--- src/rtl/eth_udp_tx_gmii.sv ---
// UDP/IPv4 frame transmitter for GMII TX: header build, IPv4 checksum, payload, pad, FCS, IFG.
// Optional ETH_TX_VLAN_EN inserts an 802.1Q tag (0x8100 + VLAN_TAG) after the source MAC.
module eth_udp_tx_gmii #(
  parameter logic [15:0] ETH_TYPE  = 16'h0800,
  parameter logic [7:0]  IP_TTL    = 8'h40,
`ifdef ETH_TX_VLAN_EN
  parameter logic [15:0] VLAN_TAG  = 16'h0001,
`endif
  parameter int unsigned IFG_BYTES = 12
) (
  input  logic        clk125m,
  input  logic        reset_p,
  input  logic [47:0] local_mac,
  input  logic [31:0] local_ip,
  input  logic [15:0] local_port,
  input  logic [47:0] dst_mac,
  input  logic [31:0] dst_ip,
  input  logic [15:0] dst_port,
  input  logic [15:0] data_length,
  input  logic        tx_start,
  output logic        tx_busy,
  output logic        tx_done,
  output logic        payload_req_o,
  input  logic [7:0]  payload_dat_i,
  output logic        gmii_tx_clk,
  output logic        gmii_txen,
  output logic [7:0]  gmii_txd
);

`ifdef ETH_TX_VLAN_EN
  localparam int unsigned ETH_LEN = 18;
`else
  localparam int unsigned ETH_LEN = 14;
`endif
  localparam int unsigned ETH_BITS = ETH_LEN * 8;

  localparam logic [3:0] IDLE          = 4'd0;
  localparam logic [3:0] CHECKSUM      = 4'd1;
  localparam logic [3:0] TX_PREAMBLE   = 4'd2;
  localparam logic [3:0] TX_ETH_HEADER = 4'd3;
  localparam logic [3:0] TX_IP_HEADER  = 4'd4;
  localparam logic [3:0] TX_UDP_HEADER = 4'd5;
  localparam logic [3:0] TX_DATA       = 4'd6;
  localparam logic [3:0] TX_PAD        = 4'd7;
  localparam logic [3:0] TX_CRC        = 4'd8;
  localparam logic [3:0] TX_IFG        = 4'd9;

  logic [3:0]  state_q, state_d;
  logic [10:0] cnt_q, cnt_d;
  logic [10:0] len_q;
  logic [47:0] dst_mac_q, src_mac_q;
  logic [31:0] dst_ip_q, src_ip_q;
  logic [15:0] dst_port_q, src_port_q;
  logic [15:0] ip_id_q, csum_q;
  logic [31:0] crc_q;
  logic        busy_q, done_q, txen_q;
  logic [7:0]  txd_q;

  logic        accept, last_ifg, tx_active, crc_en;
  logic [7:0]  tx_byte;
  logic [15:0] total_len, udp_len, csum_calc;
  logic [19:0] csum_acc;
  logic [16:0] csum_f1, csum_f2;
  logic [ETH_BITS-1:0] eth_hdr, eth_sh;
  logic [159:0] ip_hdr, ip_sh;
  logic [63:0]  udp_hdr, udp_sh;
  logic [31:0]  crc_sh;

  function automatic logic [31:0] crc32_byte(input logic [31:0] c, input logic [7:0] b);
    logic [31:0] r;
    r = c ^ {24'd0, b};
    for (int i = 0; i < 8; i++) begin
      r = r[0] ? ((r >> 1) ^ 32'hEDB88320) : (r >> 1);
    end
    return r;
  endfunction

  assign accept    = (state_q == IDLE) && !busy_q && tx_start;
  assign last_ifg  = (state_q == TX_IFG) && (cnt_q == 11'(IFG_BYTES - 1));
  assign tx_active = (state_q >= TX_PREAMBLE) && (state_q <= TX_CRC);
  assign crc_en    = (state_q >= TX_ETH_HEADER) && (state_q <= TX_PAD);

  assign total_len = {5'd0, len_q} + 16'd28;
  assign udp_len   = {5'd0, len_q} + 16'd8;

`ifdef ETH_TX_VLAN_EN
  assign eth_hdr = {dst_mac_q, src_mac_q, 16'h8100, VLAN_TAG, ETH_TYPE};
`else
  assign eth_hdr = {dst_mac_q, src_mac_q, ETH_TYPE};
`endif
  assign ip_hdr  = {8'h45, 8'h00, total_len, ip_id_q, 16'h4000, IP_TTL, 8'h11, csum_q,
                    src_ip_q, dst_ip_q};
  assign udp_hdr = {src_port_q, dst_port_q, udp_len, 16'h0000};

  // 9 words fit in 20 bits; two folds absorb every possible carry.
  always_comb begin
    csum_acc = 20'(16'h4500) + 20'(total_len) + 20'(ip_id_q) + 20'(16'h4000)
             + 20'({IP_TTL, 8'h11}) + 20'(src_ip_q[31:16]) + 20'(src_ip_q[15:0])
             + 20'(dst_ip_q[31:16]) + 20'(dst_ip_q[15:0]);
    csum_f1   = 17'(csum_acc[15:0]) + 17'(csum_acc[19:16]);
    csum_f2   = 17'(csum_f1[15:0]) + 17'(csum_f1[16]);
    csum_calc = ~csum_f2[15:0];
  end

  always_comb begin
    eth_sh  = eth_hdr << {cnt_q[4:0], 3'b000};
    ip_sh   = ip_hdr << {cnt_q[4:0], 3'b000};
    udp_sh  = udp_hdr << {cnt_q[2:0], 3'b000};
    crc_sh  = ~crc_q >> {cnt_q[1:0], 3'b000};
    tx_byte = 8'h00;
    case (state_q)
      TX_PREAMBLE:   tx_byte = (cnt_q == 11'd7) ? 8'hD5 : 8'h55;
      TX_ETH_HEADER: tx_byte = eth_sh[ETH_BITS-1 -: 8];
      TX_IP_HEADER:  tx_byte = ip_sh[159:152];
      TX_UDP_HEADER: tx_byte = udp_sh[63:56];
      TX_DATA:       tx_byte = payload_dat_i;
      TX_CRC:        tx_byte = crc_sh[7:0];
      default:       tx_byte = 8'h00;
    endcase
  end

  always_comb begin
    state_d = state_q;
    cnt_d   = cnt_q + 11'd1;
    case (state_q)
      IDLE: begin
        cnt_d = 11'd0;
        if (accept) state_d = CHECKSUM;
      end
      CHECKSUM: begin
        state_d = TX_PREAMBLE;
        cnt_d   = 11'd0;
      end
      TX_PREAMBLE: if (cnt_q == 11'd7) begin
        state_d = TX_ETH_HEADER;
        cnt_d   = 11'd0;
      end
      TX_ETH_HEADER: if (cnt_q == 11'(ETH_LEN - 1)) begin
        state_d = TX_IP_HEADER;
        cnt_d   = 11'd0;
      end
      TX_IP_HEADER: if (cnt_q == 11'd19) begin
        state_d = TX_UDP_HEADER;
        cnt_d   = 11'd0;
      end
      TX_UDP_HEADER: if (cnt_q == 11'd7) begin
        state_d = (len_q == 11'd0) ? TX_PAD : TX_DATA;
        cnt_d   = 11'd0;
      end
      TX_DATA: if (cnt_q == len_q - 11'd1) begin
        state_d = (len_q < 11'd18) ? TX_PAD : TX_CRC;
        cnt_d   = 11'd0;
      end
      TX_PAD: if (cnt_q == 11'd17 - len_q) begin
        state_d = TX_CRC;
        cnt_d   = 11'd0;
      end
      TX_CRC: if (cnt_q == 11'd3) begin
        state_d = TX_IFG;
        cnt_d   = 11'd0;
      end
      TX_IFG: if (last_ifg) begin
        state_d = IDLE;
        cnt_d   = 11'd0;
      end
      default: begin
        state_d = IDLE;
        cnt_d   = 11'd0;
      end
    endcase
  end

  // Request one cycle ahead so FIFO data is present when the byte is registered.
  assign payload_req_o = ((state_q == TX_UDP_HEADER) && (cnt_q == 11'd7) && (len_q != 11'd0)) ||
                         ((state_q == TX_DATA) && (cnt_q != len_q - 11'd1));

  always_ff @(posedge clk125m or posedge reset_p) begin
    if (reset_p) begin
      state_q <= IDLE;
      cnt_q   <= 11'd0;
      busy_q  <= 1'b0;
      done_q  <= 1'b0;
      txen_q  <= 1'b0;
      txd_q   <= 8'h00;
      ip_id_q <= 16'h0000;
    end else begin
      state_q <= state_d;
      cnt_q   <= cnt_d;
      txen_q  <= tx_active;
      txd_q   <= tx_byte;
      done_q  <= last_ifg;
      if (accept) begin
        busy_q <= 1'b1;
      end else if (last_ifg) begin
        busy_q <= 1'b0;
      end
      if (last_ifg) ip_id_q <= ip_id_q + 16'd1;
    end
  end

  always_ff @(posedge clk125m) begin
    if (accept) begin
      dst_mac_q  <= dst_mac;
      src_mac_q  <= local_mac;
      dst_ip_q   <= dst_ip;
      src_ip_q   <= local_ip;
      dst_port_q <= dst_port;
      src_port_q <= local_port;
      len_q      <= (data_length > 16'd1472) ? 11'd1472 : data_length[10:0];
    end
    if (state_q == CHECKSUM) begin
      csum_q <= csum_calc;
      crc_q  <= 32'hFFFFFFFF;
    end else if (crc_en) begin
      crc_q <= crc32_byte(crc_q, tx_byte);
    end
  end

  assign tx_busy     = busy_q;
  assign tx_done     = done_q;
  assign gmii_txen   = txen_q;
  assign gmii_txd    = txd_q;
  assign gmii_tx_clk = clk125m;

endmodule

--- config.mk ---
export PLATFORM = sky130hd
export DESIGN_NAME = eth_udp_tx_gmii
export DESIGN_NICKNAME = d
export VERILOG_FILES = /design/src/rtl/eth_udp_tx_gmii.sv
export SDC_FILE = /design/constraint.sdc
export NUM_CORES = 1
export LEC_CHECK = 0
export ABC_AREA = 1
export CAP_MARGIN = 25
export CORE_AREA = 5 5 167 330
export CTS_BUF_LIST = sky130_fd_sc_hd__clkbuf_4 sky130_fd_sc_hd__clkbuf_8
export DETAILED_ROUTE_END_ITERATION = 10
export DIE_AREA = 0 0 172 335
export PLACE_DENSITY = 0.64
export SLEW_MARGIN = 25
export SYNTH_ARGS = -nofsm -noshare
export SYNTH_HDL_FRONTEND = slang
export SYNTH_SLANG_ARGS = --single-unit
--- constraint.sdc ---
create_clock -name clk125m -period 38.8 [get_ports clk125m]
set_input_delay 3.88 -clock clk125m [delete_from_list [all_inputs] [get_ports clk125m]]
set_output_delay 3.88 -clock clk125m [all_outputs]
set_load 0.01 [all_outputs]
Yosys cells after proc, flatten, opt, wreduce, memory -nomap -nowiden
Index checks and enable logic that the tools add are counted.
W data, S select, Z words.

storage, ports and cells
  flip-flop bits (word level) = 293
  input port bits = 219
  output and inout port bits = 13
  logic and storage cells = 127

cells by class
  $add $sub $neg = 16
  $lt $le $gt $ge = 6
  equality and inequality tests = 26
  shifts and indexed selects = 4
  muxes and demuxes = 32
  bitwise logic cells = 11
  reduce and logical (&&, ||, !) cells = 16

operators by type and width
  kind                      count
  $mux W32                  8
  $shl A159 B8 Y160         1
  $not A13 Y14              8
  $shl A112 B8 Y112         1
  $mux W11                  7
  $pmux W11 S7              1
  $shl A64 B6 Y64           1
  $add A20 B16 Y20          3
  $pmux W8 S6               1
  $mux W4                   10
  $pmux W4 S10              1
  $not A32 Y32              1
  $shr A32 B5 Y8            1
  $xor A32 B8 Y32           1
  $eq A11 B11 Y1            2
  $eq A11 B4 Y1 const B     2
  $add A19 B16 Y20          1
  $add A18 B15 Y19 const B  1
  $add A17 B15 Y18 const B  1
  $ne A2 B2 Y1 const B      9
  $add A16 B16 Y17          1
  $add A16 B4 Y17           1
  $add A15 B12 Y16 const A  1
  $add A16 B1 Y16           1
  31 further kinds          46

Logic depth before layout (Yosys ltp)
  depth after elaboration = 20
  mapped depth = 55
  gate-level depth less buffers = 54

==> metrics.txt <==
outcome=completed; routed len/inst=21.93 µm; clock-pin slew on the worst setup and hold paths=0.06 ns; Cell variety after synth=58; Final Max Slew Viols=0; power density over cell area=87.90 mW/mm²; CP Max Fanout=4; Mapped Cells=2027; Hold/Removal Path Class=reg2reg; CP required=34.92 ns; Initial Util=34.47%; antenna-violating nets left=0; pin count of the biggest net entering global routing=89; Setup Slack @ Placement=15.07 ns; total routed wirelength=65.26 mm; Synth Cell Area=0.01806 mm²; flop-to-flop setup slack=29.39 ns; mux contribution to synthesized area=0.1108%; post_cts resized=0; Post-synth top cells=nand2_1, inv_1, edfxtp_1, nor2_1, nand3_1; TNS Setup=0 ns; CP most frequent cell=clkbuf_8; Max-cap violations=0; die height=335 µm; Layout area overhead=21.93%; Mean Syn Cell Area=8.912 µm²; Crit Reg-Reg Startpoint=len_q[4]; worst-skew pair later-pin latency=0.74 ns; Hold Vio Cnt, Final=0; Post-Synth XOR/XNOR Area=4.980%; Synth Area in Compound Gates=7.570%; share of cells above drive strength 1=8.597%; final setup margin=14.82 ns; number of top-level pins=232; register area share after synthesis=45.77%; Syn Nets=2361; CP Launch Type=clock port; cell taking the most area after synthesis=edfxtp_1; hold worst-path end=crc_q[27]; Max IR drop VDD=0.03787 mV; hold path startpoint=crc_q[27]; Reg2Reg Depth=51; first drt pass iteration count=6; Vias/cell=5.127; vias in the first global route=15880; prevailing post-synth register cell=edfxtp_1; Setup-failing EPs final=0; gr ovfl total=0; Setup Fix Bufs, Post-CTS=0; global placement routability congestion=0.9802; Post-DP Area=0.02096 mm²; slowest stage delay, CP=0.47 ns; crit path DAT=20.10 ns; number of synthesized register bits=293; 1st-iter DRT viols=966; Buffers on Ports=231; cell chain of the critical path=clkbuf_8 -> clkbuf_8 -> clkdlybuf4s50_1; main combinational cell family by area after synthesis=simple AND/OR/NAND/NOR gates; Yosys warning count=0; Synth Area in Adders=10.42%; first-pass GRT wire length=94.65 mm; row count=119; Fin Clk Skew=0.03121 ns; Slowest cell on crit path=clkdlybuf4s50_1; crit path kind=clk2out; Simple-Gate Fraction of Synth Area=22.77%; hold path depth=2; Tot GR Track Use=22.35%; Async SR Flop Fraction=14.33%; antenna violations before repair=6; # DRC=0; unrepaired setup endpoints after global routing=false; number of synthesized flops with an enable pin=219; Crit. Startpoint=clk125m; end-of-flow core utilization=42.03%; cts hold-fix bufs=0; top post-synthesis cells by area=edfxtp_1, nand2_1, fa_1, inv_1, dfrtp_1; Layout Nets=2600; DP Wirelength=50.16 mm; cell with the most instances after synthesis=nand2_1; Vias=15260; CTS tree=done; relative slew slack=40.04%; final instance area=0.02203 mm²; Die Area=0.05762 mm²; top-area cell type share of the netlist area=36.40%; CORE AREA=0.05241 mm²; leak pwr=9.351 nW; Die W=172 µm; crit end category=primary output; worst r2r dst=csum_q[15]; worst slew pin tran=0.8994 ns
## sequential cells by signal, summed over array words and instances (netlist names)
signal / cells
dst_mac_q: 48
src_mac_q: 48
crc_q: 32
dst_ip_q: 32
src_ip_q: 32
csum_q: 16
dst_port_q: 16
ip_id_q: 16
src_port_q: 16
cnt_q: 11
len_q: 11
gmii_txd: 8
state_q: 4
gmii_txen: 1
tx_busy: 1
tx_done: 1
## metal layers
metal  share of wire [%]  up-vias  GRT usage, %
li1                    -     7101             -
met1                  31     7276         20.96
met2                  55      660         42.39
met3                 5.5      222         3.397
met4                 8.3        0         16.37
met5                   0        -             0
## power breakdown
| group | total [mW] | switching [mW] | internal, mW |
|---|---|---|---|
| Combinational | 1.18 | 0.812 | 0.370 |
| Sequential | 0.451 | 0.0331 | 0.417 |
| Clock | 0.304 | 0.135 | 0.169 |
| Total | 1.94 | 0.979 | 0.957 |
## stage by stage
stage / hold WS, ns / power [mW] / instances
6_report: 0.5241 / 1.936 / 2976
5_1_grt: 0.5558 / 2.079 / 2976
4_1_cts: 0.5188 / 1.941 / 2968
3_5_place_dp: 0.5036 / 1.631 / 2880
3_3_place_gp: 0.4900 / 1.620 / 2880
2_1_floorplan: 0.4625 / 1.271 / 2027
## critical path, delay by kind of cell
kind | cells | cell delay, ns
buf+inv | 3 | 0.70
## how the worst max path moves through the flow
stage / endpoint / slack, ns / cells past startpoint
5_1_grt: gmii_tx_clk / 14.81 / 3
4_1_cts: gmii_tx_clk / 14.81 / 3
3_3_place_gp: gmii_tx_clk / 15.07 / 1
3_5_place_dp: gmii_tx_clk / 15.07 / 1
6_report: gmii_tx_clk / 14.82 / 3
2_1_floorplan: gmii_tx_clk / 15.40 / 1
## cell usage in the layout, fill, tap and decap left out, drive strengths merged, types with 42 or more instances in the layout
| cell | n |
|---|---|
| a21oi | 90 |
| clkbuf | 62 |
| clkdlybuf4s50 | 231 |
| dfrtp | 42 |
| edfxtp | 219 |
| fa | 59 |
| ha | 56 |
| inv | 298 |
| nand2 | 549 |
| nand3 | 139 |
| nor2 | 156 |
| o21ai | 85 |
| xor2 | 71 |
## cells by family after synthesis
kind of cell / Yosys count
compound gates: 239
xor+xnor: 101
fa+ha+maj: 115
buf+inv: 357
flops: 293
mux: 2
simple gates: 920
## cell type report
class / instances / area (µm²)
inverter: 299 / 1135
timing repair buffer: 245 / 2419
fill: 5207 / 30380
clock inverter: 26 / 256.5
sequential: 293 / 8269
clock buffer: 63 / 800.8
antenna: 8 / 20.02
multi-input combinational: 1377 / 8294
tap: 665 / 832.0
No activity file was read; power rests on OpenSTA's default activity.
